$ cat config.mk
export PLATFORM = sky130hd
export DESIGN_NAME = scope_param_bank
export DESIGN_NICKNAME = d
export VERILOG_FILES = /design/src/rtl/scope_param_pkg.sv /design/src/rtl/scope_param_chan.sv /design/src/rtl/scope_param_bank.sv
export SDC_FILE = /design/constraint.sdc
export NUM_CORES = 1
export LEC_CHECK = 0
export ABC_CLOCK_PERIOD_IN_PS = 4700
export CORE_MARGIN = 3
export CORE_UTILIZATION = 50
export CTS_CLUSTER_DIAMETER = 120
export DETAILED_ROUTE_END_ITERATION = 6
export PLACE_DENSITY = 0.95
export SYNTH_ARGS = -nofsm -noshare
export SYNTH_HDL_FRONTEND = slang
export SYNTH_SLANG_ARGS = --single-unit
$ cat constraint.sdc
create_clock -name clk -period 4.7 [get_ports clk]
set_input_delay 1.41 -clock clk [delete_from_list [all_inputs] [get_ports clk]]
set_output_delay 1.41 -clock clk [all_outputs]
set_load 0.02 [all_outputs]
$ cat src/rtl/scope_param_pkg.sv
// Shared types and helpers for the scope_param_bank family.
// Holds the restore FSM state enum, the MODE encodings and the
// per-channel initial value calculation used by the bank and its channels.
package scope_param_pkg;

  typedef enum logic {
    IDLE    = 1'b0,
    RESTORE = 1'b1
  } state_e;

  localparam int unsigned MODE_HOLD   = 0;
  localparam int unsigned MODE_COUNT  = 1;

  // Wide enough that INIT + ch*STRIDE never overflows before the caller truncates to WIDTH.
  localparam int unsigned INIT_CALC_W = 64;

  // Initial value of channel ch; the caller truncates the result to its WIDTH.
  function automatic logic [INIT_CALC_W-1:0] init_val(input int unsigned ch,
                                                      input int unsigned init,
                                                      input int unsigned stride);
    return INIT_CALC_W'(init) + INIT_CALC_W'(ch) * INIT_CALC_W'(stride);
  endfunction

endpackage

$ cat src/rtl/scope_param_chan.sv
// One channel of the parameter bank: a WIDTH-bit register with reload,
// load and count controls, plus a registered wrap pulse.
// Ports:
//   clk, rst_n   clock, async active-low reset (value -> INIT_VAL)
//   reload       load INIT_VAL (highest priority)
//   load         load load_data
//   load_data    write value
//   count        increment by one (lowest priority)
//   value        current channel value
//   wrap         one-cycle pulse when a count takes value from all-ones to zero
module scope_param_chan #(
  parameter int unsigned        WIDTH    = 32,
  parameter logic [WIDTH-1:0]   INIT_VAL = '0
) (
  input  logic             clk,
  input  logic             rst_n,
  input  logic             reload,
  input  logic             load,
  input  logic [WIDTH-1:0] load_data,
  input  logic             count,
  output logic [WIDTH-1:0] value,
  output logic             wrap
);

  // Value register: reload > load > count.
  always_ff @(posedge clk or negedge rst_n) begin
    if (!rst_n) begin
      value <= INIT_VAL;
      wrap  <= 1'b0;
    end else begin
      wrap <= 1'b0;
      if (reload) begin
        value <= INIT_VAL;
      end else if (load) begin
        value <= load_data;
      end else if (count) begin
        value <= value + WIDTH'(1);
        wrap  <= (value == '1);
      end
    end
  end

endmodule

$ cat src/rtl/scope_param_bank.sv
// Bank of CHANNELS runtime-writable, parameter-initialised values.
// Each channel resets to (INIT + ch*STRIDE) mod 2^WIDTH, can be overwritten
// through a valid/ready port, optionally free-runs as a counter (MODE=1),
// and is restored to its initial value by a one-channel-per-cycle walk.
// Ports:
//   clk, rst_n          clock, async active-low reset
//   wr_valid/wr_ready   write handshake; wr_ready is combinational (low on restore)
//   wr_ch, wr_data      write target channel and value
//   restore             request to reload all channels
//   en                  count enable (MODE=1 only)
//   o                   channel values, channel ch at [ch*WIDTH +: WIDTH]
//   wrap                per-channel counter wrap pulse
//   err                 pulse on an accepted write to a non-existent channel
//   busy                high while the restore walk runs
module scope_param_bank
  import scope_param_pkg::*;
#(
  parameter int unsigned WIDTH    = 32,
  parameter int unsigned CHANNELS = 4,
  parameter int unsigned INIT     = 32'd11,
  parameter int unsigned STRIDE   = 0,
  parameter int unsigned MODE     = 0,
  localparam int unsigned CW      = (CHANNELS > 1) ? $clog2(CHANNELS) : 1
) (
  input  logic                      clk,
  input  logic                      rst_n,
  input  logic                      wr_valid,
  output logic                      wr_ready,
  input  logic [CW-1:0]             wr_ch,
  input  logic [WIDTH-1:0]          wr_data,
  input  logic                      restore,
  input  logic                      en,
  output logic [CHANNELS*WIDTH-1:0] o,
  output logic [CHANNELS-1:0]       wrap,
  output logic                      err,
  output logic                      busy
);

  state_e        state_q, state_d;
  logic [CW-1:0] ridx_q, ridx_d;
  logic          wr_acc_c;
  logic          wr_hit_c;
  logic          count_c;

  // State and restore index registers.
  always_ff @(posedge clk or negedge rst_n) begin
    if (!rst_n) begin
      state_q <= IDLE;
      ridx_q  <= '0;
    end else begin
      state_q <= state_d;
      ridx_q  <= ridx_d;
    end
  end

  // Next state, restore walk and write handshake.
  always_comb begin
    state_d  = state_q;
    ridx_d   = ridx_q;
    wr_ready = 1'b0;
    case (state_q)
      IDLE: begin
        // A restore request blocks a same-cycle write so the walk starts from clean values.
        wr_ready = !restore;
        if (restore) begin
          state_d = RESTORE;
          ridx_d  = '0;
        end
      end
      RESTORE: begin
        if (ridx_q == CW'(CHANNELS - 1)) begin
          state_d = IDLE;
          ridx_d  = '0;
        end else begin
          ridx_d = ridx_q + CW'(1);
        end
      end
    endcase
  end

  assign busy     = (state_q == RESTORE);
  assign wr_acc_c = wr_valid && wr_ready;
  assign wr_hit_c = 32'(wr_ch) < CHANNELS;
  assign count_c  = (MODE == MODE_COUNT) && en && (state_q == IDLE);

  // Out-of-range write flag.
  always_ff @(posedge clk or negedge rst_n) begin
    if (!rst_n) begin
      err <= 1'b0;
    end else begin
      err <= wr_acc_c && !wr_hit_c;
    end
  end

  // One channel register per slot, each with its own parameter-derived reset value.
  for (genvar ch = 0; ch < CHANNELS; ch++) begin : g_chan
    localparam logic [WIDTH-1:0] CH_INIT = WIDTH'(init_val(ch, INIT, STRIDE));

    scope_param_chan #(
      .WIDTH    (WIDTH),
      .INIT_VAL (CH_INIT)
    ) u_chan (
      .clk       (clk),
      .rst_n     (rst_n),
      .reload    (busy && (ridx_q == CW'(ch))),
      .load      (wr_acc_c && (wr_ch == CW'(ch))),
      .load_data (wr_data),
      .count     (count_c),
      .value     (o[ch*WIDTH +: WIDTH]),
      .wrap      (wrap[ch])
    );
  end

endmodule

Yosys cells after proc, flatten, opt, wreduce, memory -nomap -nowiden:

Index checks and enable logic that the tools add are counted.

* bits in registers: 131
* latch bits: 0
* RAM bits: 0
* ROM bits: 0
* output and inout port bits: 135
* memories kept: 0

* add/subtract/negate cells: 1
* multiply operators: 0
* div/mod/pow operators: 0
* order comparisons: 0
* eq/ne operators: 7
* shift-type cells: 0
* muxes and demuxes: 15
* bitwise operators: 1
* reductions and logical operators: 16

Operators by type and width (number)
* $mux 32: 8
* $logic_and 1x1->1: 9
* $eq 2x2->1 const B: 4
* $reduce_bool 2->1: 4
* $eq 2x1->1 const B: 2
* $logic_not 2->1: 2
* $mux 2: 2
* $pmux 2 s2: 1
* $mux 1: 3
* $add 2x1->2 const B: 1
* $ne 2x2->1 const B: 1
* $pmux 1 s2: 1
* $logic_not 1->1: 1
* $not 1->1: 1

Longest topological paths before layout:

Gate-level depths: netlist of the first run.

* depth after elaboration: 6
* mapped depth: 7

Modules after synthesis:

A second synthesis of the first run with hierarchy kept.

* cell total of the unflattened synthesis: 923
* area, all modules: 8340.5 um2

Modules (own cells, without submodules)
* scope_param_chan: instances 4, cells each 224, area each 2016.9 um2
* scope_param_bank: instances 1, cells each 27, area each 272.8 um2

Worst setup path after synthesis of the first run:

No wires, ideal clock.

* kind: input to output
* from: input restore
* to: output wr_ready
* data arrival time: 1538 ps
* data required time: 3290 ps
* setup slack: 1752 ps
* stages on the path: 1
* path buffers: 0
* cell sequence: nor2_8

* cells in the longest elaborated chain, start to end: 2

RTL lines
* start, declared: RTL line scope_param_bank.sv:31 `input logic restore,`
* $logic_not 1->1: RTL line scope_param_bank.sv:64 `wr_ready = !restore;`
* $mux 1: RTL line scope_param_bank.sv:61 `case (state_q)`
* end, declared: RTL line scope_param_bank.sv:28 `output logic wr_ready,`

No other way between the ends.

Worst setup path after layout of the first run:

Ends and elaborated chain as after synthesis.

==> results of run 1 <==
==> layer usage <==
metal	routed length (um)	part of all wire
met1	6136	0.40
met2	7766	0.50
met3	1261	0.082
met4	262	0.017
met5	0	0
==> kinds of logic after synthesis <==
kind of cell	count (synthesis)	synth area share
flops	131	0.5867
simple gates	139	0.1077
fa+ha+maj	4	0.008917
other cells	1	0.0006681
buf+inv	64	0.05930
mux	129	0.2341
compound gates	2	0.002676
==> worst register-to-register path, delay by kind of cell, from the launching register on <==
| family | cells | cell delay, ps |
|---|---|---|
| buffers and inverters | 1 | 580 |
| and+or+nand+nor | 2 | 1140 |
| muxes | 1 | 150 |
| DFF | 1 | 540 |
==> layout make-up <==
type | count | area, sq um | area share
clock buffers | 19 | 441.7 | 0.05551
clock inverters | 13 | 158.9 | 0.01997
inverters | 32 | 120.1 | 0.01510
multi-input cells | 279 | 2003 | 0.2518
flip-flops and latches | 131 | 3293 | 0.4139
well taps | 140 | 175.2 | 0.02202
repair buffers | 178 | 1764 | 0.2217
==> stage by stage <==
step / instance area [sq um] / setup WS [ps] / hold slack, ps / cells
global placement: 7356 / 545.6 / 510.4 / 760
detailed placement: 7356 / 531.5 / 520.3 / 760
finish: 7956 / 521.4 / 529.2 / 792
global route: 7956 / 471.0 / 546.0 / 792
CTS: 7956 / 516.8 / 530.1 / 792
floorplan: 5628 / 1752 / 572.8 / 474
==> layout by cell type (no fill, tap or decap), drive strengths merged, types with 3 or more instances in the layout <==
cell type and n:
clkinv 7, conb 5, buf 12, bufinv 3, ha 4, mux2 12
clkinvlp 3, dfstp 12, nand2b 12, clkbuf 19, inv 32, clkdlybuf4s50 166
mux2i 117, nand2 121, dfrtp 119
==> worst min path at each step <==
stage                                                   endpoint  slack, ps
after floorplan                            ridx_q[1]$_DFFE_PN0P_        570
after global placement    g_chan[0].u_chan.value[15]$_DFFE_PN0P_        510
after detailed placement  g_chan[1].u_chan.value[14]$_DFFE_PN0P_        520
after CTS                 g_chan[1].u_chan.value[22]$_DFFE_PN0P_        530
after global routing      g_chan[2].u_chan.value[10]$_DFFE_PN0P_        550
final                     g_chan[2].u_chan.value[26]$_DFFE_PN0P_        530
==> power breakdown <==
group / internal (mW) / switching, mW
Combinational: 0.594 / 0.809
Clock: 0.834 / 0.501
Sequential: 1.38 / 0.162
Total: 2.81 / 1.47
==> state kept, by name, indices dropped and copies added (netlist names) <==
name and count:
ridx_q 2, busy 1, g_chan.u_chan.value 128
==> results_dict.tcl, run 1 <==
set metrics [dict create \
    status "complete, no violations" \
    grt_usage 0.2547 \
    period_minus_slack_ps 4179 \
    holdCritStartpoint "g_chan[2].u_chan.value[26]$_DFFE_PN0P_" \
    synth_seq_area_share 0.5867 \
    ant_nets 0 \
    r2r_end "g_chan[3].u_chan.value[8]$_DFFE_PN0P_" \
    cts_resized 0 \
    cts_buffers 17 \
    max-cap-violations 0 \
    drive_above_1_share 0.1104 \
    num_vias 4167 \
    io_pins 174 \
    grtUsageMet1 0.3039 \
    synth_top_area_frac 0.5305 \
    worstRegToRegCells 4 \
    gr-max-usage-layer "met2" \
    critPathRequiredTime_ps 3290 \
    crit_arrival_ps 2770 \
    grt_max_degree 50 \
    place.gp.congestion 0.7840 \
    crit_chain "clkdlybuf4s50_1, nor2_8, clkdlybuf4s50_1" \
    yosysMostFrequentCell "nand2_1" \
    syn_inst 470 \
    relSlewSlack 0.2039 \
    r2r_slack_ps 2180 \
    hold_depth 2 \
    cp_num_buf_inv 2 \
    area_growth_pct 41.75 \
    slew_viol_final 0 \
    clk_latency_ps 520 \
    final.setup.tns_ps 0 \
    first_pass_iters 4 \
    setup_viol 0 \
    port_buffers 167 \
    critPathMaxFanout 5 \
    cts.htree.levels 4 \
    synth_edf_count 0 \
    clockRootBuffer "clkbuf_8" \
    clock_path_buffers 2 \
    syn_area_sq_um 5613 \
    post_drt_wl_per_cell_um 19.48 \
    leakage_nw 3.879 \
    crit_top_cell "clkdlybuf4s50_1" \
    avgSynthCellArea_sq_um 11.94 \
    synth_ff_type "dfrtp_1" \
    crit_family "buffers and inverters" \
    end_kind "primary output" \
    viasPerCell 5.261 \
    die_w_um 112.0 \
    rsz0062_at_grt "no" \
    yosys-top-cells-area "dfrtp_1, mux2i_1, nand2_1" \
    slowest_stage "clkdlybuf4s50_1" \
    drc_errors 0 \
    yosys_warnings 0 \
    clock_sinks 131 \
    grt_pass1_vias 4606 \
    die-area_sq_um 12530 \
    cp.depth 3 \
    synth_cell_types 24 \
    synth_common_cells "nand2_1, dfrtp_1, mux2i_1" \
    final.period_utilization 0.8891 \
    hold_path_class "flop to flop" \
    grtUsageMet3 0.08750 \
    total_power_mw 4.282 \
    cts_tree "yes" \
    hold_buffers 0 \
    rows 38 \
    fillers 751 \
    grt_pass1_wl_um 24730 \
    critical_path.startpoint "restore" \
    slowest_delay_ps 630 \
    dp_hpwl_um 10550 \
    cts.clk_slew.worst_paths_ps 60 \
    core-area_sq_um 10890 \
    crit_path_start_kind "primary input" \
    cts_setup_buffers 0 \
    finalClockSkew_ps 7.926 \
    timing.rr.start "busy$_DFF_PN0_" \
    ir_drop_mv 0.3171 \
    ys_ff_latch 131 \
    grt-ovfl-total 0 \
    worst_pin_slew_ps 1191 \
    met2_usage 0.4273 \
    antenna_cells 0 \
    start_util 0.5155 \
    antenna_found_initial 0 \
    async_flop_share 1.000 \
    crit_type "primary input to primary output" \
    wl_um 15430 \
    drtIter0Drc 179 \
    dieHeight_um 112.0 \
    cellPowerDensity_nw_per_um2 538.2 \
    fmax_ghz 0.2393 \
    fin_util 0.7308 \
    layout.nets 682 \
    synth_top_area_cell "dfrtp_1" \
    final-hold-violation-count 0 \
    endpoint "wr_ready" \
]
Note: power is estimated with default switching activity, not from simulation.
==> run 2: changes to the inputs <==
--- a/config.mk
+++ b/config.mk
@@ -10,7 +10,8 @@
 export CORE_UTILIZATION = 50
 export CTS_CLUSTER_DIAMETER = 120
 export DETAILED_ROUTE_END_ITERATION = 6
-export PLACE_DENSITY = 0.95
+export GPL_TIMING_DRIVEN = 1
+export PLACE_DENSITY = 0.82
 export SYNTH_ARGS = -nofsm -noshare
 export SYNTH_HDL_FRONTEND = slang
 export SYNTH_SLANG_ARGS = --single-unit
==> run 2 against run 1 <==
Clock skew increased by 3.0 ps. Sequential cell count is the same. Largest power group unchanged. Via count fell by 3.4%. Setup slack lost 56 ps. Clock-buffer cell count decreased by 2. Sequential share of layout area is essentially flat. Global-route usage down 1.3 points. Register-to-register slack gained 20 ps. Critical endpoint unchanged. Hold slack lost 4.2 ps. Combinational power hardly changed. Maximum frequency shrank 1.3%. Utilization up 0.069 points.
==> results_dict.tcl, run 2 (same netlist as run 1, synthesis figures left out) <==
set metrics [dict create \
    status "complete, no violations" \
    start_util 0.5155 \
    critPathMaxFanout 5 \
    drtIter0Drc 229 \
    setup_viol 0 \
    ir_drop_mv 0.3175 \
    multi_input_area_sq_um 2012 \
    final-hold-violation-count 0 \
    fin_cells 792 \
    grt_pass1_vias 4432 \
    place.gp.congestion 0.8672 \
    drive_above_1_share 0.1104 \
    mostFrequentLayoutCell "clkdlybuf4s50_1" \
    dieHeight_um 112.0 \
    r2r_end "g_chan[3].u_chan.value[10]$_DFFE_PN0P_" \
    cts_tree "yes" \
    holdCritStartpoint "g_chan[3].u_chan.value[23]$_DFFE_PN0P_" \
    cts.clk_slew.worst_paths_ps 50 \
    dp.cells 761 \
    grt-ovfl-total 0 \
    io_pins 174 \
    pwr-share-clk 0.310 \
    register_area_sq_um 3293 \
    die-area_sq_um 12530 \
    clock_path_buffers 2 \
    cellPowerDensity_nw_per_um2 535.5 \
    slew_viol_final 0 \
    finalClockSkew_ps 10.96 \
    hold_buffers 0 \
    final.setup.tns_ps 0 \
    r2r_slack_ps 2200 \
    clk_latency_ps 510 \
    first_pass_iters 4 \
    mostFrequentLayoutCells "clkdlybuf4s50_1, nand2_1, dfrtp_1" \
    die_w_um 112.0 \
    ant_nets 0 \
    worst_hold_slack_ps 525.0 \
    crit_type "primary input to primary output" \
    crit_arrival_ps 2820 \
    timing.rr.start "busy$_DFF_PN0_" \
    critPathRequiredTime_ps 3290 \
    min_to "g_chan[3].u_chan.value[23]$_DFFE_PN0P_" \
    grt_usage 0.2416 \
    cts_setup_buffers 0 \
    cts_resized 0 \
    swShare 0.3463 \
    hold_path_class "flop to flop" \
    pwr-share-seq 0.361 \
    rows 38 \
    crit_path_start_kind "primary input" \
    top_register "g_chan.u_chan.value" \
    period_minus_slack_ps 4234 \
    core-area_sq_um 10890 \
    layout.nets 683 \
    worst_pin_slew_ps 1111 \
    num_vias 4025 \
    viasPerCell 5.082 \
    dp_hpwl_um 10180 \
    wl_um 14890 \
    area_growth_pct 41.89 \
    fmax_ghz 0.2362 \
    comb_power_share 0.329 \
    clock_sinks 131 \
    hold_depth 2 \
    rsz0062_at_grt "no" \
    antenna_cells 0 \
    final.period_utilization 0.9009 \
    worstRegToRegCells 4 \
    p_sw_mw 1.477 \
    cts_buffers 17 \
    port_buffers 167 \
    grt_pass1_wl_um 23810 \
    end_kind "primary output" \
    largest_reg_flops 128 \
    relSlewSlack 0.2579 \
    post_drt_wl_per_cell_um 18.81 \
    leakage_nw 3.886 \
    drc_errors 0 \
    cts.htree.levels 4 \
    clockRootBuffer "clkbuf_8" \
    grt_max_degree 59 \
    fillers 773 \
    max-cap-violations 0 \
    antenna_found_initial 0 \
    internal_power_mw 2.788 \
]
-- run 2: per-layer routing --
layer	track usage	share of wire	vias up
li1	-	-	1857
met1	0.3016	0.41	2022
met2	0.3977	0.50	129
met3	0.08424	0.074	17
met4	0.07692	0.019	0
met5	0	0	-
-- run 2: worst max-delay path by stage --
stage / from / end / slack (ps) / cells after the start
after floorplan: restore / wr_ready / 1750 / 1
after global placement: restore / wr_ready / 520 / 3
final: restore / wr_ready / 470 / 3
after detailed placement: restore / wr_ready / 510 / 3
after global routing: restore / wr_ready / 450 / 3
after CTS: restore / wr_ready / 480 / 3
-- run 2: worst max-delay path: stages --
cell	delay [ps]
clkdlybuf4s50_1	580
nor2_8	200
clkdlybuf4s50_1	630
-- run 2: stage by stage --
| step | utilization | setup slack (ps) | power [mW] | cell area, sq um |
|---|---|---|---|---|
| after global placement | 0.6771 | 520.5 | 2.901 | 7372 |
| final | 0.7314 | 465.8 | 4.265 | 7964 |
| after floorplan | - | 1752 | 2.249 | 5628 |
| after global routing | 0.7314 | 447.0 | 4.450 | 7964 |
| after detailed placement | 0.6771 | 507.1 | 2.949 | 7372 |
| after CTS | 0.7314 | 482.8 | 4.280 | 7964 |
-- run 2: power groups by stage --
| stage | combinational (mW) | sequential (mW) | clock, mW |
|---|---|---|---|
| 4_1_cts | 1.41 | 1.54 | 1.33 |
| 5_1_grt | 1.49 | 1.57 | 1.39 |
| 3_3_place_gp | 1.36 | 1.54 | 0 |
| 6_report | 1.40 | 1.54 | 1.32 |
| 3_5_place_dp | 1.40 | 1.55 | 0 |
| 2_1_floorplan | 0.443 | 1.81 | 0 |
-- run 2: cell type report --
class / instances / area share
sequential: 131 / 0.4135
multi-input combinational: 279 / 0.2526
timing repair buffer: 179 / 0.2225
clock buffer: 17 / 0.05200
clock inverter: 14 / 0.02231
tap: 140 / 0.02200
inverter: 32 / 0.01508
==> patch 1 (flow settings as in run 2) <==
The parameter `CHANNELS` goes from 4 to 2.
--- a/src/rtl/scope_param_bank.sv
+++ b/src/rtl/scope_param_bank.sv
@@ -16,7 +16,7 @@
   import scope_param_pkg::*;
 #(
   parameter int unsigned WIDTH    = 32,
-  parameter int unsigned CHANNELS = 4,
+  parameter int unsigned CHANNELS = 2,
   parameter int unsigned INIT     = 32'd11,
   parameter int unsigned STRIDE   = 0,
   parameter int unsigned MODE     = 0,
Ports: changed (resized o, wr_ch and wrap); port bits go from 174 to 107. No check against the original RTL was run, so the function may have changed too.
==> patch 1 against run 2 <==
- power decreased by 47%
- critical endpoint unchanged
- utilization increased by 5.0 points
- worst setup slack improved by 69 ps
- synthesized area decreased by 53%
- register-to-register slack improved by 580 ps
- design area decreased by 52%
- clock skew decreased by 6.6 ps
- sequential cell count decreased by 65
- routed wire length decreased by 53%
- die area decreased by 50%
- non-clock buffer count decreased by 73
==> patch 1: results (changes against run 2) <==
placed_design:
  gp_routability_congestion: 0.7288  # -16%
  post-place-cells: 444  # -42%
  dpl-instance-area_um2: 3690  # -50%
  dp_slack_ps: 541.8  # +34.73 ps
hold_path:
  hold_path_end: "g_chan[0].u_chan.value[29]"
  hold_path_startpoint: "g_chan[0].u_chan.value[29]"
yosys:
  postSynthCellCount: 292  # -38%
  muxShareOfSynthArea: 0  # -0.2341
  synth_compound_gate_area_share: 0.1279  # +0.1252
  yosys.area_share.adder: 0  # -0.008917
layout:
  final_cell_count_no_fill: 459  # -42%
  area.sequential_um2: 1659  # -50%
  clkbuf_count: 12  # -5
  nFlopsAndLatches: 66  # -50%
  filler_cell_count: 356  # -54%
  buffering_overhead: 0.2710  # +0.04852
  largest_register_ff_count: 64  # -50%
  design.final.nets: 426  # -38%
  comb.multi_input.count: 204  # -27%
sta:
  hold_slack_ps: 520.6  # -4.453 ps
  slew-limit-headroom: 0.2516  # -0.006311
routing:
  via_per_inst: 5.098  # +0.31%
  drt_iter0_drc: 149  # -35%
power_and_ir_drop:
  leakagePower_nw: 1.627  # -58%
  clock_power_share: 0.184  # -0.126
  seq_cell_power_mw: 0.887  # -42%
  power_density_nw_per_um2: 583.7  # +9.0%
  worst_vdd_ir_uv: 364.3  # +15%
grt:
  maximum_number_of_pins_on_one_net_before_global_route_repair: 65  # +10%
  grt_first_pass_wirelength_um: 11860  # -50%
  vias_in_the_first_global_route: 2460  # -44%
setup_path:
  ff2ff_path_depth: 3  # -1
  cp.arrival_ps: 2760  # -60 ps
  reg2reg_setup_slack_ps: 2780  # +580 ps
  critical_path_fanouts_max: 4  # -1
  critical_r2r_capture: "g_chan[1].u_chan.value[30]"
clock_network:
  clk_latency_ps: 330  # -180 ps
status:
  status: "finished, final reports clean"
patch 1: cell types whose count changed after synthesis, sizes merged, moves of 3 or more:
cell / change
mux2i: -117
o21ai: +65
dfrtp: -59
inv: -31
buf: -13
mux2: -12
nand2b: -11
dfstp: -6
clkbuf: +4
ha: -4
nand2: +4
a21oi: +3
nor2: +3
patch 1: how the worst max path moves through the flow:
stage,start,end,slack [ps]
6_report,restore,wr_ready,530
5_1_grt,restore,wr_ready,490
4_1_cts,restore,wr_ready,530
3_5_place_dp,restore,wr_ready,540
3_3_place_gp,restore,wr_ready,560
2_1_floorplan,restore,wr_ready,1570
patch 1: routing by layer:
| metal | global-route usage | part of all wire | wire [µm] | vias up |
|---|---|---|---|---|
| met5 | 0 | 0 | 0 | - |
| met2 | 0.3998 | 0.47 | 3262 | 85 |
| met1 | 0.3091 | 0.44 | 3043 | 1123 |
| met3 | 0.06689 | 0.074 | 511 | 12 |
| met4 | 0.08763 | 0.018 | 128 | 0 |
| li1 | - | - | - | 1120 |
==> patch 2 (settings of run 2) <==
Without the edit above. The output `err` loses its register stage (`err` becomes a continuous assignment).
--- a/src/rtl/scope_param_bank.sv
+++ b/src/rtl/scope_param_bank.sv
@@ -84,13 +84,7 @@
   assign count_c  = (MODE == MODE_COUNT) && en && (state_q == IDLE);
 
   // Out-of-range write flag.
-  always_ff @(posedge clk or negedge rst_n) begin
-    if (!rst_n) begin
-      err <= 1'b0;
-    end else begin
-      err <= wr_acc_c && !wr_hit_c;
-    end
-  end
+  assign err = wr_acc_c && !wr_hit_c;
 
   // One channel register per slot, each with its own parameter-derived reset value.
   for (genvar ch = 0; ch < CHANNELS; ch++) begin : g_chan
Check against the original RTL: equivalent (equiv_simple and equiv_induct, registers matched by name and starting in step).
==> patch 2 against run 2 <==
- clock skew shrank 2.0 ps
- routed wire length is 1.9% higher
- power decreased by 0.33%
- utilization decreased by 0.42 points
- critical path depth unchanged
- worst hold slack barely moved
- design area is 0.14% lower
- worst setup slack better by 38 ps
- synthesized area grew 0.60%
- sequential cell count is the same
- critical path type unchanged
- largest cell class unchanged
- highest routed layer unchanged
==> patch 2: results (changes against run 2) <==
setup_path:
  slowest_cell_delay_on_critical_path_ps: 630  # about the same
  cp.arrival_ps: 2790  # -30 ps
  critical_path_fanouts_max: 5  # unchanged
yosys:
  synth_sequential_area_ratio: 0.5832  # -0.003510
  synth.cells.most_frequent: "sky130_fd_sc_hd__nand2_1, sky130_fd_sc_hd__dfrtp_1, sky130_fd_sc_hd__mux2i_1, sky130_fd_sc_hd__inv_1"
  synthDistinctLibCells: 24  # unchanged
  synth_ff_type: "sky130_fd_sc_hd__dfrtp_1"
  cell_types_occupying_the_most_area_after_synthesis: "sky130_fd_sc_hd__dfrtp_1, sky130_fd_sc_hd__mux2i_1, sky130_fd_sc_hd__nand2_1"
layout:
  fraction_of_layout_cells_with_a_size_suffix_above_1: 0.1062  # -0.004276
  design.final.nets: 680  # -0.44%
  largest_register_ff_count: 128  # unchanged
  top_register: "g_chan.u_chan.value"
  antenna-diode-count: 0  # unchanged
grt:
  grt_first_pass_wirelength_um: 24180  # +1.6%
  vias_in_the_first_global_route: 4554  # +2.8%
  gr-usage-all-layers: 0.2465  # +0.004948
  maximum_number_of_pins_on_one_net_before_global_route_repair: 76  # +29%
clock_network:
  root_buffer: "sky130_fd_sc_hd__clkbuf_16"
  number_of_gates_resized_after_cts: 0  # unchanged
  clk_latency_ps: 410  # -100 ps
  clk_transition_reported_paths_ps: 60
sta:
  slew-limit-headroom: 0.4818  # +0.2239
  clock-skew-final_ps: 8.981  # -1.979 ps
power_and_ir_drop:
  worst_vdd_ir_uv: 330.7  # +4.2%
  leakagePower_nw: 3.864  # -0.57%
hold_path:
  hold_path.class: "flop to flop"
placed_design:
  dpl-instance-area_um2: 7371  # about the same
  dp_slack_ps: 514.9  # +7.826 ps
  gp_routability_congestion: 0.8354  # -3.7%
  dp_hpwl_um: 10330  # +1.4%
routing:
  drt-pass1-iter-count: 4  # unchanged
  finalWirelength_um: 15180  # +1.9%
  drt_iter0_drc: 202  # -12%
  via_per_inst: 5.195  # +2.2%
status:
  status: "finished, final reports clean"
patch 2: changes by cell type after synthesis:
cell	delta
sky130_fd_sc_hd__buf_8	-1
sky130_fd_sc_hd__nand4b_2	-1
sky130_fd_sc_hd__nand4b_4	+1
sky130_fd_sc_hd__buf_4	-3
sky130_fd_sc_hd__buf_12	+1
sky130_fd_sc_hd__nand4_2	-1
sky130_fd_sc_hd__nand4_4	+1
sky130_fd_sc_hd__buf_6	+3
patch 2: report_power, final:
group / internal [mW] / switching, mW / total [mW]
clock: 0.786 / 0.520 / 1.31
combinational: 0.595 / 0.810 / 1.41
sequential: 1.38 / 0.158 / 1.54
patch 2: kinds of logic (layout without fill, tap and decap cells):
| kind of cell | count (synthesis) | count (layout) | synth area share |
|---|---|---|---|
| flops | 131 | 131 | 0.5832 |
| mux | 129 | 129 | 0.2327 |
| compound gates | 2 | 2 | 0.002660 |
| buf+inv | 64 | 240 | 0.06182 |
| other cells | 1 | 5 | 0.0006641 |
| simple gates | 139 | 139 | 0.1101 |
| fa+ha+maj | 4 | 4 | 0.008864 |
patch 2: final timing paths:
path	slack (ps)	end	from	depth (start not counted)
min in group asynchronous	1040	g_chan[0].u_chan.value[9]	rst_n	1
max in group asynchronous	2740	g_chan[0].u_chan.value[0]	rst_n	2
worst max-delay path	500	wr_ready	restore	3
worst min register to register	530	g_chan[0].u_chan.value[27]	g_chan[0].u_chan.value[27]	2
worst max register to register	2480	g_chan[2].u_chan.value[21]	busy	4
worst min-delay path	530	g_chan[0].u_chan.value[27]	g_chan[0].u_chan.value[27]	2
patch 2: cell type report:
cell class,count,area (µm²)
sequential,131,3293
tap,140,175.2
clock buffer,18,429.2
clock inverter,14,152.6
inverter,32,120.1
timing repair buffer,176,1762
multi-input combinational,279,2021
fill,777,2983
patch 2: per-stage QoR:
step	utilization	hold slack (ps)	power (mW)	instances
after global routing	0.7272	540.1	4.428	790
after global placement	0.6740	510.9	2.907	758
after detailed placement	0.6740	517.9	2.960	758
final	0.7272	525.4	4.250	790
after floorplan	-	572.8	2.252	474
after CTS	0.7272	527.6	4.272	790
patch 2: tightest hold or removal path, delay by kind of cell (launching register included):
kind | cells | cell delay, ps
DFF | 1 | 370
muxes | 1 | 50
and+or+nand+nor | 1 | 60
patch 2: per-layer routing:
| metal | routed length (µm) | global-route usage |
|---|---|---|
| met4 | 199 | 0.07131 |
| met1 | 6077 | 0.2961 |
| met2 | 7582 | 0.4140 |
| met5 | 0 | 0 |
| met3 | 1319 | 0.09704 |
